===== src/rtl/fetch_unit_pkg.sv =====
// fetch_unit_pkg: shared widths, constants and fetch state encoding
package fetch_unit_pkg;
  localparam int PC_W = 10;
  localparam int INSTR_W = 16;
  localparam logic [15:0] NOP_INSTR = 16'h0000;
  localparam logic [5:0] HALT_OPCODE = 6'h3F;
  typedef enum logic [1:0] {
    FETCH_BOOT = 2'd0,
    FETCH_RUN  = 2'd1,
    FETCH_HALT = 2'd2
  } fetch_state_e;
endpackage


===== src/rtl/fetch_pc_gen.sv =====
// fetch_pc_gen: program counter register with redirect / hold / increment mux
module fetch_pc_gen #(
  parameter int PC_W = fetch_unit_pkg::PC_W,
  parameter logic [PC_W-1:0] RESET_PC = '0
) (
  input  logic            clk,
  input  logic            reset,
  input  logic            redirect_i,
  input  logic [PC_W-1:0] target_i,
  input  logic            advance_i,
  output logic [PC_W-1:0] pc_o
);
  logic [PC_W-1:0] pc_q, pc_d;
  // next pc: redirect beats increment, otherwise hold; increment wraps naturally
  always_comb pc_d = redirect_i ? target_i : advance_i ? pc_q + 1'b1 : pc_q;
  // pc register, synchronous active-low reset
  always_ff @(posedge clk)
    if (!reset) pc_q <= RESET_PC;
    else pc_q <= pc_d;
  assign pc_o = pc_q;
endmodule


===== src/rtl/fetch_unit.sv =====
// fetch_unit: IF stage with pc, IF/ID register, halt detection; FETCH_PERF_COUNT_EN adds fetch/bubble counters
module fetch_unit #(
  parameter int PC_W = fetch_unit_pkg::PC_W,
  parameter int INSTR_W = fetch_unit_pkg::INSTR_W,
  parameter logic [PC_W-1:0] RESET_PC = '0
) (
  input  logic               clk,
  input  logic               reset,
  input  logic               stall,
  input  logic               redirect,
  input  logic [PC_W-1:0]    redirect_target,
  output logic [PC_W-1:0]    rom_addr,
  input  logic [INSTR_W-1:0] rom_data,
  output logic [INSTR_W-1:0] if_id_instr,
  output logic [PC_W-1:0]    if_id_pc,
  output logic               if_id_valid,
  output logic               halted
`ifdef FETCH_PERF_COUNT_EN
  ,
  output logic [15:0]        fetch_count,
  output logic [15:0]        bubble_count
`endif
);
  import fetch_unit_pkg::*;
  fetch_state_e state_q, state_d;
  logic [INSTR_W-1:0] instr_q;
  logic [PC_W-1:0] ipc_q, pc;
  logic valid_q, advance, load_pc, load_fetch, load_bubble, is_halt;
  fetch_pc_gen #(.PC_W(PC_W), .RESET_PC(RESET_PC)) u_pc (
    .clk(clk), .reset(reset), .redirect_i(load_pc), .target_i(redirect_target),
    .advance_i(advance), .pc_o(pc)
  );
  assign is_halt = rom_data[INSTR_W-1 -: 6] == HALT_OPCODE;
  // fetch FSM: decides pc movement and what the IF/ID register loads
  always_comb begin
    state_d = state_q;
    advance = 1'b0;
    load_pc = 1'b0;
    load_fetch = 1'b0;
    load_bubble = 1'b0;
    case (state_q)
      FETCH_BOOT: begin
        state_d = FETCH_RUN;
        load_pc = redirect;
      end
      FETCH_RUN:
        if (redirect) begin
          load_pc = 1'b1;
          load_bubble = 1'b1;
        end else if (!stall) begin
          load_fetch = 1'b1;
          advance = 1'b1;
          state_d = is_halt ? FETCH_HALT : FETCH_RUN;
        end
      FETCH_HALT:
        if (redirect) begin
          load_pc = 1'b1;
          load_bubble = 1'b1;
          state_d = FETCH_RUN;
        end else load_bubble = !stall;
      default: state_d = FETCH_BOOT;
    endcase
  end
  // state and IF/ID pipeline register; a bubble keeps the stale pc
  always_ff @(posedge clk)
    if (!reset) begin
      state_q <= FETCH_BOOT;
      instr_q <= NOP_INSTR;
      ipc_q <= '0;
      valid_q <= 1'b0;
    end else begin
      state_q <= state_d;
      if (load_fetch) begin
        instr_q <= rom_data;
        ipc_q <= pc;
        valid_q <= 1'b1;
      end else if (load_bubble) begin
        instr_q <= NOP_INSTR;
        valid_q <= 1'b0;
      end
    end
  assign rom_addr = pc;
  assign if_id_instr = instr_q;
  assign if_id_pc = ipc_q;
  assign if_id_valid = valid_q;
  assign halted = state_q == FETCH_HALT;
`ifdef FETCH_PERF_COUNT_EN
  logic [15:0] fetch_q, bubble_q;
  // saturating performance counters
  always_ff @(posedge clk)
    if (!reset) begin
      fetch_q <= '0;
      bubble_q <= '0;
    end else begin
      if (load_fetch && fetch_q != 16'hFFFF) fetch_q <= fetch_q + 1'b1;
      if (load_bubble && bubble_q != 16'hFFFF) bubble_q <= bubble_q + 1'b1;
    end
  assign fetch_count = fetch_q;
  assign bubble_count = bubble_q;
`endif
endmodule

===== config.mk =====
export PLATFORM = sky130hd
export DESIGN_NAME = fetch_unit
export DESIGN_NICKNAME = d
export VERILOG_FILES = /design/src/rtl/fetch_unit_pkg.sv /design/src/rtl/fetch_pc_gen.sv /design/src/rtl/fetch_unit.sv
export SDC_FILE = /design/constraint.sdc
export NUM_CORES = 1
export LEC_CHECK = 0
export BUFFER_PORTS_ARGS = -buffer_cell sky130_fd_sc_hd__buf_4
export CAP_MARGIN = 20
export CORE_ASPECT_RATIO = 2
export CORE_MARGIN = 2
export CORE_UTILIZATION = 43
export DETAILED_ROUTE_END_ITERATION = 10
export HOLD_SLACK_MARGIN = 0.03
export PLACE_DENSITY = 0.72
export SLEW_MARGIN = 10
export SYNTH_ARGS = -nofsm -noshare
export SYNTH_HDL_FRONTEND = slang
export SYNTH_SLANG_ARGS = --single-unit

===== constraint.sdc =====
create_clock -name clk -period 1.68 [get_ports clk]
set_input_delay 0.168 -clock clk [delete_from_list [all_inputs] [get_ports clk]]
set_output_delay 0.168 -clock clk [all_outputs]
set_load 0.02 [all_outputs]

==> results of run 1 <==
==> worst max path at each step <==
| stage | end | slack [ns] |
|---|---|---|
| 2_1_floorplan | state_q[1] | 0.002 |
| 3_3_place_gp | u_pc.pc_o[2] | -0.003 |
| 3_5_place_dp | u_pc.pc_o[2] | -0.06 |
| 4_1_cts | u_pc.pc_o[2] | 0.01 |
| 5_1_grt | u_pc.pc_o[2] | -0.05 |
| 6_report | u_pc.pc_o[2] | 0.03 |
==> cells by family (layout without fill, tap and decap cells) <==
family          count (synthesis)  after routing  synth area share (%)
flops                          39             39                  46.7
compound gates                 55             55                  20.8
simple gates                   71             71                  21.2
buf+inv                        15            101                  3.97
mux                             3              3                  1.95
fa+ha+maj                       5              5                  3.75
xor+xnor                        3              3                  1.57
==> final cells by class <==
cell class,instances,area [um^2],share of cell area (%)
inverter,5,18.8,0.752
sequential,39,782,31.3
clock inverter,3,20.0,0.802
timing repair buffer,88,664,26.6
clock buffer,5,68.8,2.76
multi-input combinational,137,880,35.2
tap,51,63.8,2.56
==> metal layers <==
layer / vias to the layer above / global-route usage [%] / part of all wire, %
met2: 53 / 39.0 / 57
met3: 9 / 4.33 / 3.7
met4: 0 / 10.8 / 2.6
met5: - / 0 / 0
met1: 804 / 24.3 / 36
li1: 850 / - / -
==> through the flow <==
step	instance area [um^2]	hold slack, ns	setup WS (ns)	util [%]
6_report	2500	0.114	0.0263	65.7
5_1_grt	2500	0.130	-0.0532	65.7
4_1_cts	2440	0.115	0.0116	64.0
3_5_place_dp	2340	0.428	-0.0564	61.6
3_3_place_gp	2340	0.418	-0.00296	61.6
2_1_floorplan	1690	0.303	0.00182	-
==> layout by cell type, fill, tap and decap left out, types with 2 or more instances in the layout <==
cell and instances:
sky130_fd_sc_hd__buf_4 87, sky130_fd_sc_hd__dfxtp_1 38, sky130_fd_sc_hd__nand2_1 26, sky130_fd_sc_hd__nor2_1 21, sky130_fd_sc_hd__a21oi_1 18, sky130_fd_sc_hd__a22oi_1 16
sky130_fd_sc_hd__o21ai_0 9, sky130_fd_sc_hd__clkbuf_8 5, sky130_fd_sc_hd__inv_1 4, sky130_fd_sc_hd__nand3_1 4, sky130_fd_sc_hd__ha_1 4, sky130_fd_sc_hd__and2_1 3
sky130_fd_sc_hd__nor3_1 3, sky130_fd_sc_hd__a31oi_1 2, sky130_fd_sc_hd__xnor2_1 2, sky130_fd_sc_hd__and4_1 2, sky130_fd_sc_hd__or4_1 2, sky130_fd_sc_hd__nor4_4 2
sky130_fd_sc_hd__a221oi_2 2, sky130_fd_sc_hd__clkinvlp_4 2
==> what timing repair did <==
item	in CTS	in global routing
endpoints found under the setup margin	3	10
pin swaps	0	5
setup buffers	0	3
endpoints found under the hold margin	0	0
gates resized for setup	1	8
==> power by group through the flow <==
stage / Clock [uW] / Combinational [uW] / Sequential (uW)
2_1_floorplan: 0 / 172 / 1080
3_3_place_gp: 0 / 416 / 1030
3_5_place_dp: 0 / 422 / 1030
4_1_cts: 640 / 425 / 1010
5_1_grt: 678 / 479 / 1020
6_report: 631 / 438 / 1010
==> critical path: cells and delay by family (launching register included) <==
| family | cells | cell delay [ns] |
|---|---|---|
| AND/OR/NAND/NOR | 3 | 0.57 |
| flip-flops | 1 | 0.38 |
| multiplexers | 1 | 0.26 |
| buffers and inverters | 1 | 0.19 |
| adder cells (fa/ha/maj) | 1 | 0.16 |
==> flip-flops by register name, indices dropped and copies added (netlist names) <==
| name | count |
|---|---|
| if_id_instr | 16 |
| if_id_pc | 10 |
| if_id_valid | 1 |
| state_q | 2 |
| u_pc.pc_o | 10 |
==> cell usage after synthesis (2+ instances only) <==
library cell / count / area [um^2]
sky130_fd_sc_hd__dfxtp_1: 39 / 781
sky130_fd_sc_hd__and4_1: 2 / 17.5
sky130_fd_sc_hd__mux2_2: 2 / 22.5
sky130_fd_sc_hd__and2_1: 4 / 25.0
sky130_fd_sc_hd__nor2_1: 21 / 78.8
sky130_fd_sc_hd__inv_1: 5 / 18.8
sky130_fd_sc_hd__nor3_1: 3 / 15.0
sky130_fd_sc_hd__or4_1: 2 / 15.0
sky130_fd_sc_hd__ha_1: 5 / 62.6
sky130_fd_sc_hd__buf_2: 2 / 10.0
sky130_fd_sc_hd__o21ai_0: 9 / 45.0
sky130_fd_sc_hd__a221oi_1: 2 / 17.5
sky130_fd_sc_hd__a21oi_1: 18 / 90.1
sky130_fd_sc_hd__nand2_1: 26 / 97.6
sky130_fd_sc_hd__nand3_1: 4 / 20.0
sky130_fd_sc_hd__a31oi_1: 2 / 12.5
sky130_fd_sc_hd__xnor2_1: 2 / 17.5
sky130_fd_sc_hd__a22oi_1: 16 / 120
sky130_fd_sc_hd__clkbuf_1: 6 / 22.5
==> metrics.txt, run 1 <==
result of the run=finished, final reports clean; total power density per cell area=834 nW/um^2; total congestion overflow after global routing=0; Power, Total=approximately 2100 uW; library cells used by synthesis=40; critical path fanouts, max=8; initial antenna violation count=0; Leak Pwr=between 0.001 and 0.0015 uW; switching power=a little over 600 uW; Setup crit start=state_q[0]; layout-stage area growth over the synthesis result=49.5%; worst slew margin relative to its limit=roughly three quarters; overall die area=around 4400 um^2; worst stage delay on the critical path=about 0.43 ns; start point of the worst min-delay path=redirect_target[3]; insertion delay of the later-clocked pin in the worst-skew pair=roughly 0.29 ns; most frequently used flop master after synthesis=sky130_fd_sc_hd__dfxtp_1; Final Instance Count excl. Fillers=between 300 and 400; Root Driver=sky130_fd_sc_hd__clkbuf_8; Clock transition at path regs=around 0.080 ns; sequential element share of the synthesized area=between 40% and 50%; # DRC=0; first-pass GRT wire length=~7.3 mm; share of total power in sequential cells=48.7%; final sum of negative setup slack=0 ns; Final ANT Viol Nets=0; #FFs+latches synth=39; number of nets in the synthesized netlist=around 230; Worst Clk Skew=between 0.004 and 0.005 ns; Internal Dissipation=1480 uW; quantity of I/O buffers inserted on ports=67; number of buffers inserted during clock tree synthesis=5; number of buffers on the longest clock path=2; # clock sinks=39; max-slew violations=0; worst reg2reg startpoint=state_q[0]; placement row count=32; number of enable flip-flop cells after synthesis=0; Worst Hold Path Cells=3; Die W=48.1 um; actual slew at the worst max-slew pin=0.365 ns; sum of routed wire length over all layers=~4.6 mm; Critical Path, Cell by Cell=ha_4, or3b_4, buf_4, mux2_2, nor2_1, nor3_1; number of global-route vias before repair=between 1.5k and 2k; Netlist Area Pre-Place=between 1500 and 2000 um^2; Crit path arrival time=1.84 ns; Reg2Reg Setup Slack=~0.026 ns; share of async-settable or async-resettable flops after synthesis=0%; terminus of the critical flop-to-flop path=u_pc.pc_o[2]; startpoint-to-endpoint class of the critical path=reg2reg; HPWL after detailed placement=3.56 mm; count of max-cap constraint violations=0; area of the core region=3800 um^2; data required time of the critical path=approximately 1.9 ns; Inserted Diodes=0; logic depth of the worst register-to-register path=6; syn_area_per_cell=8.75 um^2; share of post-route cells with drive strength above 1=39.4%; number of placed I/O pins=68; placed insts=approximately 320; filler instances=350; Post-layout nets=around 310; crit end category=flip-flop; Min-Delay Endpoint=u_pc.pc_o[3]; fraction of the cycle the final worst path needs=between 90% and 100%; startpoint type of the worst setup path=flip-flop; minimum clock period=1.65 ns; cell with the biggest individual delay on the critical path=sky130_fd_sc_hd__or3b_4; post-synthesis cell count=approximately 190; total number of H-tree levels=2; vias=between 1.5k and 2k; clock tree from TritonCTS=yes; worst hold path class=in2reg; unrepaired setup endpoints after global routing=yes; count of TritonRoute iterations in the first routing pass=4; number of buffers inserted by hold repair at cts=0; Setup Viol. Count Final=0; largest net degree at the start of global routing=17; Tot GR Track Use=22.7%; initial core utilization=43.9%; highest attainable clock frequency=605 MHz; clock network fraction of total power=between 30% and 40%; routed wire length per instance=14.1 um; height of the die=92.1 um; final hold viol count=0; ratio of routed vias to standard cells=roughly 5.2; Warnings, synthesis=0; switching portion of total power=roughly 29%; peak ir drop on the vdd network=approximately 540 uV; number of design-rule violations left by the first detailed-router iteration=28; placer's final routability congestion estimate=0.814; logic gate share of total power=21.0%
(Power assumes the default switching activity.)
==> run 2: changes to the inputs <==
--- a/config.mk
+++ b/config.mk
@@ -5,7 +5,7 @@
 export SDC_FILE = /design/constraint.sdc
 export NUM_CORES = 1
 export LEC_CHECK = 0
-export BUFFER_PORTS_ARGS = -buffer_cell sky130_fd_sc_hd__buf_4
+export BUFFER_PORTS_ARGS = -buffer_cell sky130_fd_sc_hd__buf_2
 export CAP_MARGIN = 20
 export CORE_ASPECT_RATIO = 2
 export CORE_MARGIN = 2
==> run 2 against run 1 <==
First-iteration DRC count down 43%. Maximum frequency up 2.1%. Cell count down 1.2%. Design area down 8.4%. Sequential cell count unchanged. Non-clock buffer count down 4. Via count down 2.0%. Global-route usage down 1.5 points. Combinational power down 12%. Count of clock-buffer cells in the layout up 2. Clock skew up 0.0013 ns. Largest power group unchanged.
==> metrics.txt, run 2 (synthesis gave the netlist of run 1 again) <==
worst reg2reg startpoint=state_q[0]; initial core utilization=43.9%; # DRC=0; startpoint-to-endpoint class of the critical path=reg2reg; logic depth of the worst register-to-register path=4; count of TritonRoute iterations in the first routing pass=4; Reg2Reg Setup Slack=0.06 ns; max-slew violations=0; final hold viol count=0; largest net degree at the start of global routing=17; cell depth of the worst setup path=4; number of placed I/O pins=68; crit end category=flip-flop; Setup Viol. Count Final=0; Root Driver=sky130_fd_sc_hd__clkbuf_8; Leak Pwr=between 0.001 and 0.0015 uW; number of buffers on the longest clock path=2; worst hold path class=in2reg; Tot GR Track Use=21.1%; startpoint type of the worst setup path=flip-flop; placement row count=32; result of the run=finished, final reports clean; # clock sinks=39; first-pass GRT wire length=just under 7 mm; total congestion overflow after global routing=0; clock tree from TritonCTS=yes; Clock transition at path regs=roughly 0.07 ns; insertion delay of the later-clocked pin in the worst-skew pair=~0.29 ns; Setup crit start=state_q[0]; commonest cells after routing, fill and taps aside=sky130_fd_sc_hd__buf_2 (67), sky130_fd_sc_hd__dfxtp_1 (37), sky130_fd_sc_hd__nand2_1 (25); area of the core region=~3800 um^2; vias=approximately 1.7k; minimum clock period=about 1.6 ns; filler instances=371; cell with the biggest individual delay on the critical path=sky130_fd_sc_hd__or4_1; number of buffers inserted during clock tree synthesis=5; placer's final routability congestion estimate=~0.9; peak ir drop on the vdd network=~700 uV; ratio of routed vias to standard cells=5.19; commonest non-fill, non-tap cell in the layout=sky130_fd_sc_hd__buf_2; initial antenna violation count=0; worst stage delay on the critical path=roughly 0.48 ns; Largest register FFs=16; Post-layout nets=between 300 and 400; critical path fanouts, max=6; Crit path arrival time=between 1.5 and 2 ns; Inserted Diodes=0; routed wire length per instance=about 13 um; Final Instance Count excl. Fillers=between 300 and 400; sum of routed wire length over all layers=~4.2 mm; number of global-route vias before repair=roughly 1.6k; worst slew margin relative to its limit=between 70% and 80%; timing endpoint of the critical path=state_q[1]; total power density per cell area=between 800 and 900 nW/um^2; data required time of the critical path=around 1.9 ns; layout-stage area growth over the synthesis result=36.9%; total number of H-tree levels=2; placed insts=315; highest attainable clock frequency=between 600 and 700 MHz; overall die area=approximately 4400 um^2; HPWL after detailed placement=about 3.3 mm; buffering stage count on the worst path with inverters included=0; Worst Clk Skew=~0.0063 ns; family with the most delay on the worst path=simple AND/OR/NAND/NOR gates; terminus of the critical flop-to-flop path=state_q[1]; count of max-cap constraint violations=0; unrepaired setup endpoints after global routing=yes; Die W=~48 um; Critical Path, Cell by Cell=ha_4, or3b_4, or4_1, a21oi_1; quantity of I/O buffers inserted on ports=67; number of design-rule violations left by the first detailed-router iteration=16; actual slew at the worst max-slew pin=about 0.4 ns; fraction of the cycle the final worst path needs=a little over nine tenths; final core utilization=about 60%; Final ANT Viol Nets=0; height of the die=around 90 um; share of post-route cells with drive strength above 1=a little under two fifths
[run 2: layer usage]
metal  global-route usage [%]  vias to the layer above  routed length (um)  share of wire [%]
met1                     22.1                      767                1540                 37
met3                     4.33                       13                 183                4.4
met4                     9.01                        0                 120                2.9
li1                         -                      846                   -                  -
met5                        0                        -                   0                  0
met2                     37.2                       56                2340                 56
[run 2: area by class of cell]
type                       instances  area [um^2]  share of cell area [%]
multi-input combinational        137          861                    37.6
sequential                        39          783                    34.2
timing repair buffer              84          479                    21.0
clock buffer                       7         76.3                    3.34
tap                               51         63.8                    2.79
inverter                           5         18.8                   0.821
clock inverter                     1         5.00                   0.219
[run 2: worst min path at each step]
stage / endpoint / slack (ns) / startpoint / cells after the start
after CTS: if_id_instr[5] / 0.12 / rom_data[5] / 3
after global routing: if_id_instr[4] / 0.15 / rom_data[4] / 3
after floorplan: state_q[0] / 0.30 / reset / 2
final: if_id_instr[7] / 0.13 / rom_data[7] / 3
after global placement: if_id_instr[5] / 0.41 / rom_data[5] / 3
after detailed placement: if_id_instr[0] / 0.43 / rom_data[0] / 3
[run 2: report_power, final]
part	leakage, uW	switching (uW)	internal [uW]	total, uW
registers	0.000319	39.5	971	1010
logic	0.000674	215	170	385
clock network	0.0000422	306	291	597
total	0.00104	560	1430	1990
[run 2: worst reg2reg max path, delay by kind of cell, from the launching register on]
kind	cells	cell delay [ns]
AOI/OAI and AO/OA	1	0.13
and+or+nand+nor	2	0.90
adders and majority gates	1	0.15
DFF	1	0.37
[run 2: stage by stage]
step                      instance area [um^2]  total power, uW  setup slack (ns)  hold WS [ns]  setup TNS (ns)
after global placement                    2170             1400            0.0228         0.415               0
after global routing                      2290             2110           -0.0252         0.145         -0.0530
final                                     2290             1990            0.0597         0.130               0
after floorplan                           1690             1250           0.00182         0.303               0
after CTS                                 2260             2010            0.0319         0.125               0
after detailed placement                  2170             1410           0.00512         0.431               0
[run 2: what timing repair did]
item / CTS / global route
setup buffers: 0 / 1
gates cloned: 0 / 0
setup endpoints to repair: 3 / 8
hold buffers: 0 / 0
gates resized for setup: 1 / 7
pin swaps: 0 / 4
==> run 3: changes to the inputs <==
--- a/config.mk
+++ b/config.mk
@@ -5,14 +5,16 @@
 export SDC_FILE = /design/constraint.sdc
 export NUM_CORES = 1
 export LEC_CHECK = 0
+export ABC_AREA = 1
 export BUFFER_PORTS_ARGS = -buffer_cell sky130_fd_sc_hd__buf_2
 export CAP_MARGIN = 20
 export CORE_ASPECT_RATIO = 2
 export CORE_MARGIN = 2
-export CORE_UTILIZATION = 43
+export CORE_UTILIZATION = 50
 export DETAILED_ROUTE_END_ITERATION = 10
 export HOLD_SLACK_MARGIN = 0.03
-export PLACE_DENSITY = 0.72
+export PLACE_DENSITY = 0.78
+export SETUP_SLACK_MARGIN = 0.05
 export SLEW_MARGIN = 10
 export SYNTH_ARGS = -nofsm -noshare
 export SYNTH_HDL_FRONTEND = slang
==> constraint.sdc (replaced) <==
create_clock -name clk -period 1.9 [get_ports clk]
set_input_delay 0.19 -clock clk [delete_from_list [all_inputs] [get_ports clk]]
set_output_delay 0.19 -clock clk [all_outputs]
set_load 0.02 [all_outputs]
==> run 3 against run 2 <==
Via count grew 11%. Die area shrank 5.0%. Wire length grew 3.2%. Combinational power shrank 20%. Non-clock buffer count shrank 14. Clock power grew 17%. Total power shrank 4.8%. Sequential cell count is the same. Critical endpoint is now if_id_valid.
==> metrics.txt, run 3 <==
Setup Viol. Count Final=0; max-slew violations=0; placer's final routability congestion estimate=0.795; timing endpoint of the critical path=if_id_valid; worst reg2reg startpoint=state_q[1]; terminus of the critical flop-to-flop path=if_id_valid; insertion delay of the later-clocked pin in the worst-skew pair=~0.30 ns; cells taking the most area after synthesis=sky130_fd_sc_hd__dfxtp_1 (42%), sky130_fd_sc_hd__nand2_1 (14%), sky130_fd_sc_hd__a21oi_1 (6.5%), sky130_fd_sc_hd__a21oi_2 (4.8%), sky130_fd_sc_hd__nand3_1 (4.1%); final sum of negative setup slack=0 ns; logic depth of the worst register-to-register path=8; vias=approximately 1.9k; library cells used by synthesis=27; # DRC=0; startpoint-to-endpoint class of the critical path=reg2reg; worst slack after detailed placement=0.269 ns; Post-layout nets=roughly 350; peak ir drop on the vdd network=784 uV; result of the run=finished, final reports clean; overall die area=about 4200 um^2; most common cell in the netlist=sky130_fd_sc_hd__nand2_1; minimum clock period=about 1.6 ns; sum of routed wire length over all layers=4.32 mm; number of global-route vias before repair=1730; final worst slack=0.268 ns; worst slew margin relative to its limit=roughly 79%; placement row count=31; #FFs+latches synth=39; total number of H-tree levels=2; area of the core region=between 3000 and 4000 um^2; unrepaired setup endpoints after global routing=no; clock tree from TritonCTS=yes; number of enable flip-flop cells after synthesis=0; crit end category=flip-flop; Clock transition at path regs=around 0.08 ns; fraction of the cycle the final worst path needs=between 80% and 90%; count of TritonRoute iterations in the first routing pass=4; first-pass GRT wire length=roughly 7 mm; number of nets in the synthesized netlist=around 290; # clock sinks=39; initial antenna violation count=0; Tot GR Track Use=22.4%; routed wire length per instance=around 12 um; height of the die=between 80 and 90 um; Largest register FFs=16; ratio of routed vias to standard cells=between 5 and 6; actual slew at the worst max-slew pin=between 0.3 and 0.4 ns; number of buffers on the longest clock path=2; layout-stage area growth over the synthesis result=26.7%; area share of the largest cell type after synthesis=between 40% and 50%; Crit path arrival time=roughly 1.9 ns; startpoint type of the worst setup path=flip-flop; share of post-route cells with drive strength above 1=roughly a third; post-synthesis cell count=250; initial core utilization=between 50% and 60%; number of buffers inserted during clock tree synthesis=5; Setup crit start=state_q[1]; Netlist Area Pre-Place=between 1500 and 2000 um^2; highest attainable clock frequency=~600 MHz; total congestion overflow after global routing=0; critical path fanouts, max=27; Power, Total=1900 uW; largest net degree at the start of global routing=28; ranking of synthesized cells by instance count=sky130_fd_sc_hd__nand2_1 (68), sky130_fd_sc_hd__dfxtp_1 (39), sky130_fd_sc_hd__a21oi_1 (24), sky130_fd_sc_hd__inv_1 (19), sky130_fd_sc_hd__nor2_1 (18); number of design-rule violations left by the first detailed-router iteration=33; quantity of I/O buffers inserted on ports=67; Inserted Diodes=0; Leak Pwr=roughly 0.0011 uW; number of placed I/O pins=between 60 and 70; share of async-settable or async-resettable flops after synthesis=0%; Reg2Reg Setup Slack=between 0.2 and 0.3 ns; Warnings, synthesis=0; count of max-cap constraint violations=0; number of setup buffers added after CTS=0; final core utilization=about two thirds; post-cts sizing count=0; top cell type by total area after synthesis=sky130_fd_sc_hd__dfxtp_1; number of buffers inserted by hold repair at cts=0; worst hold path class=in2reg; commonest cells after routing, fill and taps aside=sky130_fd_sc_hd__nand2_1 (68), sky130_fd_sc_hd__buf_2 (67), sky130_fd_sc_hd__dfxtp_1 (39); Die W=46.9 um; Root Driver=sky130_fd_sc_hd__clkbuf_8; HPWL after detailed placement=~3.2 mm; Worst Clk Skew=between 0.005 and 0.006 ns; total power density per cell area=around 810 nW/um^2; data required time of the critical path=approximately 2.1 ns; most frequently used flop master after synthesis=sky130_fd_sc_hd__dfxtp_1; commonest non-fill, non-tap cell in the layout=sky130_fd_sc_hd__nand2_1; final hold viol count=0; syn_area_per_cell=about 7.4 um^2; Final ANT Viol Nets=0; sequential element share of the synthesized area=a little over two fifths
==> run 3: cell types whose count changed in the layout (fill, tap and decap cells not counted), sizes merged, moves of 3 or more <==
cell / previous run / this run
nand2: 26 / 79
a21oi: 18 / 35
inv: 5 / 22
a22oi: 16 / 0
buf: 84 / 70
nand3: 4 / 15
o21ai: 10 / 16
and2: 4 / 0
clkinv: 1 / 4
==> run 3: worst max-delay path, stage by stage, from the launching register on <==
cell	delay, ns
sky130_fd_sc_hd__dfxtp_1	0.38
sky130_fd_sc_hd__inv_1	0.08
sky130_fd_sc_hd__ha_1	0.24
sky130_fd_sc_hd__nand2_4	0.15
sky130_fd_sc_hd__inv_4	0.13
sky130_fd_sc_hd__a21oi_4	0.23
sky130_fd_sc_hd__buf_12	0.18
sky130_fd_sc_hd__nand2_1	0.06
sky130_fd_sc_hd__a21oi_1	0.11
==> run 3: through the flow <==
stage	hold WS (ns)	instance area, um^2	std cells
final	0.141	2330	368
after global routing	0.136	2330	368
after CTS	0.138	2330	368
after detailed placement	0.447	2220	360
after global placement	0.445	2220	360
after floorplan	0.328	1840	250
==> run 3: how the worst min path moves through the flow <==
stage / slack [ns] / depth (start not counted) / start / endpoint
after floorplan: 0.33 / 2 / reset / if_id_pc[3]
after global placement: 0.45 / 2 / if_id_instr[3] / if_id_instr[3]
after detailed placement: 0.45 / 2 / if_id_instr[1] / if_id_instr[1]
after CTS: 0.14 / 3 / rom_data[4] / if_id_instr[4]
after global routing: 0.14 / 3 / rom_data[1] / if_id_instr[1]
final: 0.14 / 3 / rom_data[4] / if_id_instr[4]
==> run 3: power breakdown <==
group / leakage (uW) / total [uW] / switching (uW) / internal [uW]
clock network: 0.0000581 / 696 / 305 / 391
logic: 0.000731 / 308 / 194 / 114
registers: 0.000318 / 893 / 34.6 / 858
total: 0.00111 / 1900 / 534 / 1360
==> run 3: layer usage <==
layer  track usage (%)  part of all wire [%]  vias to the layer above  routed length (um)
li1                  -                     -                      936                   -
met3              5.02                   4.4                        8                 189
met4              13.9                   2.6                        0                 112
met5                 0                     0                        -                   0
met2              37.0                    55                       55                2370
met1              23.6                    38                      861                1640
==> run 3: kinds of logic (layout without fill, tap and decap cells) <==
kind of cell / count (synthesis) / after routing / synth area share, %
simple gates: 119 / 119 / 28.2
compound gates: 53 / 53 / 17.4
flops: 39 / 39 / 42.5
buf+inv: 33 / 102 / 8.03
fa+ha+maj: 5 / 5 / 3.40
xor+xnor: 1 / 1 / 0.477
==> run 3: area by class of cell <==
| cell class | instances | area (um^2) |
|---|---|---|
| clock buffers | 5 | 68.8 |
| clock inverters | 3 | 43.8 |
| fillers | 360 | 1240 |
| inverters | 24 | 93.8 |
| multi-input cells | 178 | 910 |
| flip-flops and latches | 39 | 781 |
| well taps | 49 | 61.3 |
| repair buffers | 70 | 370 |
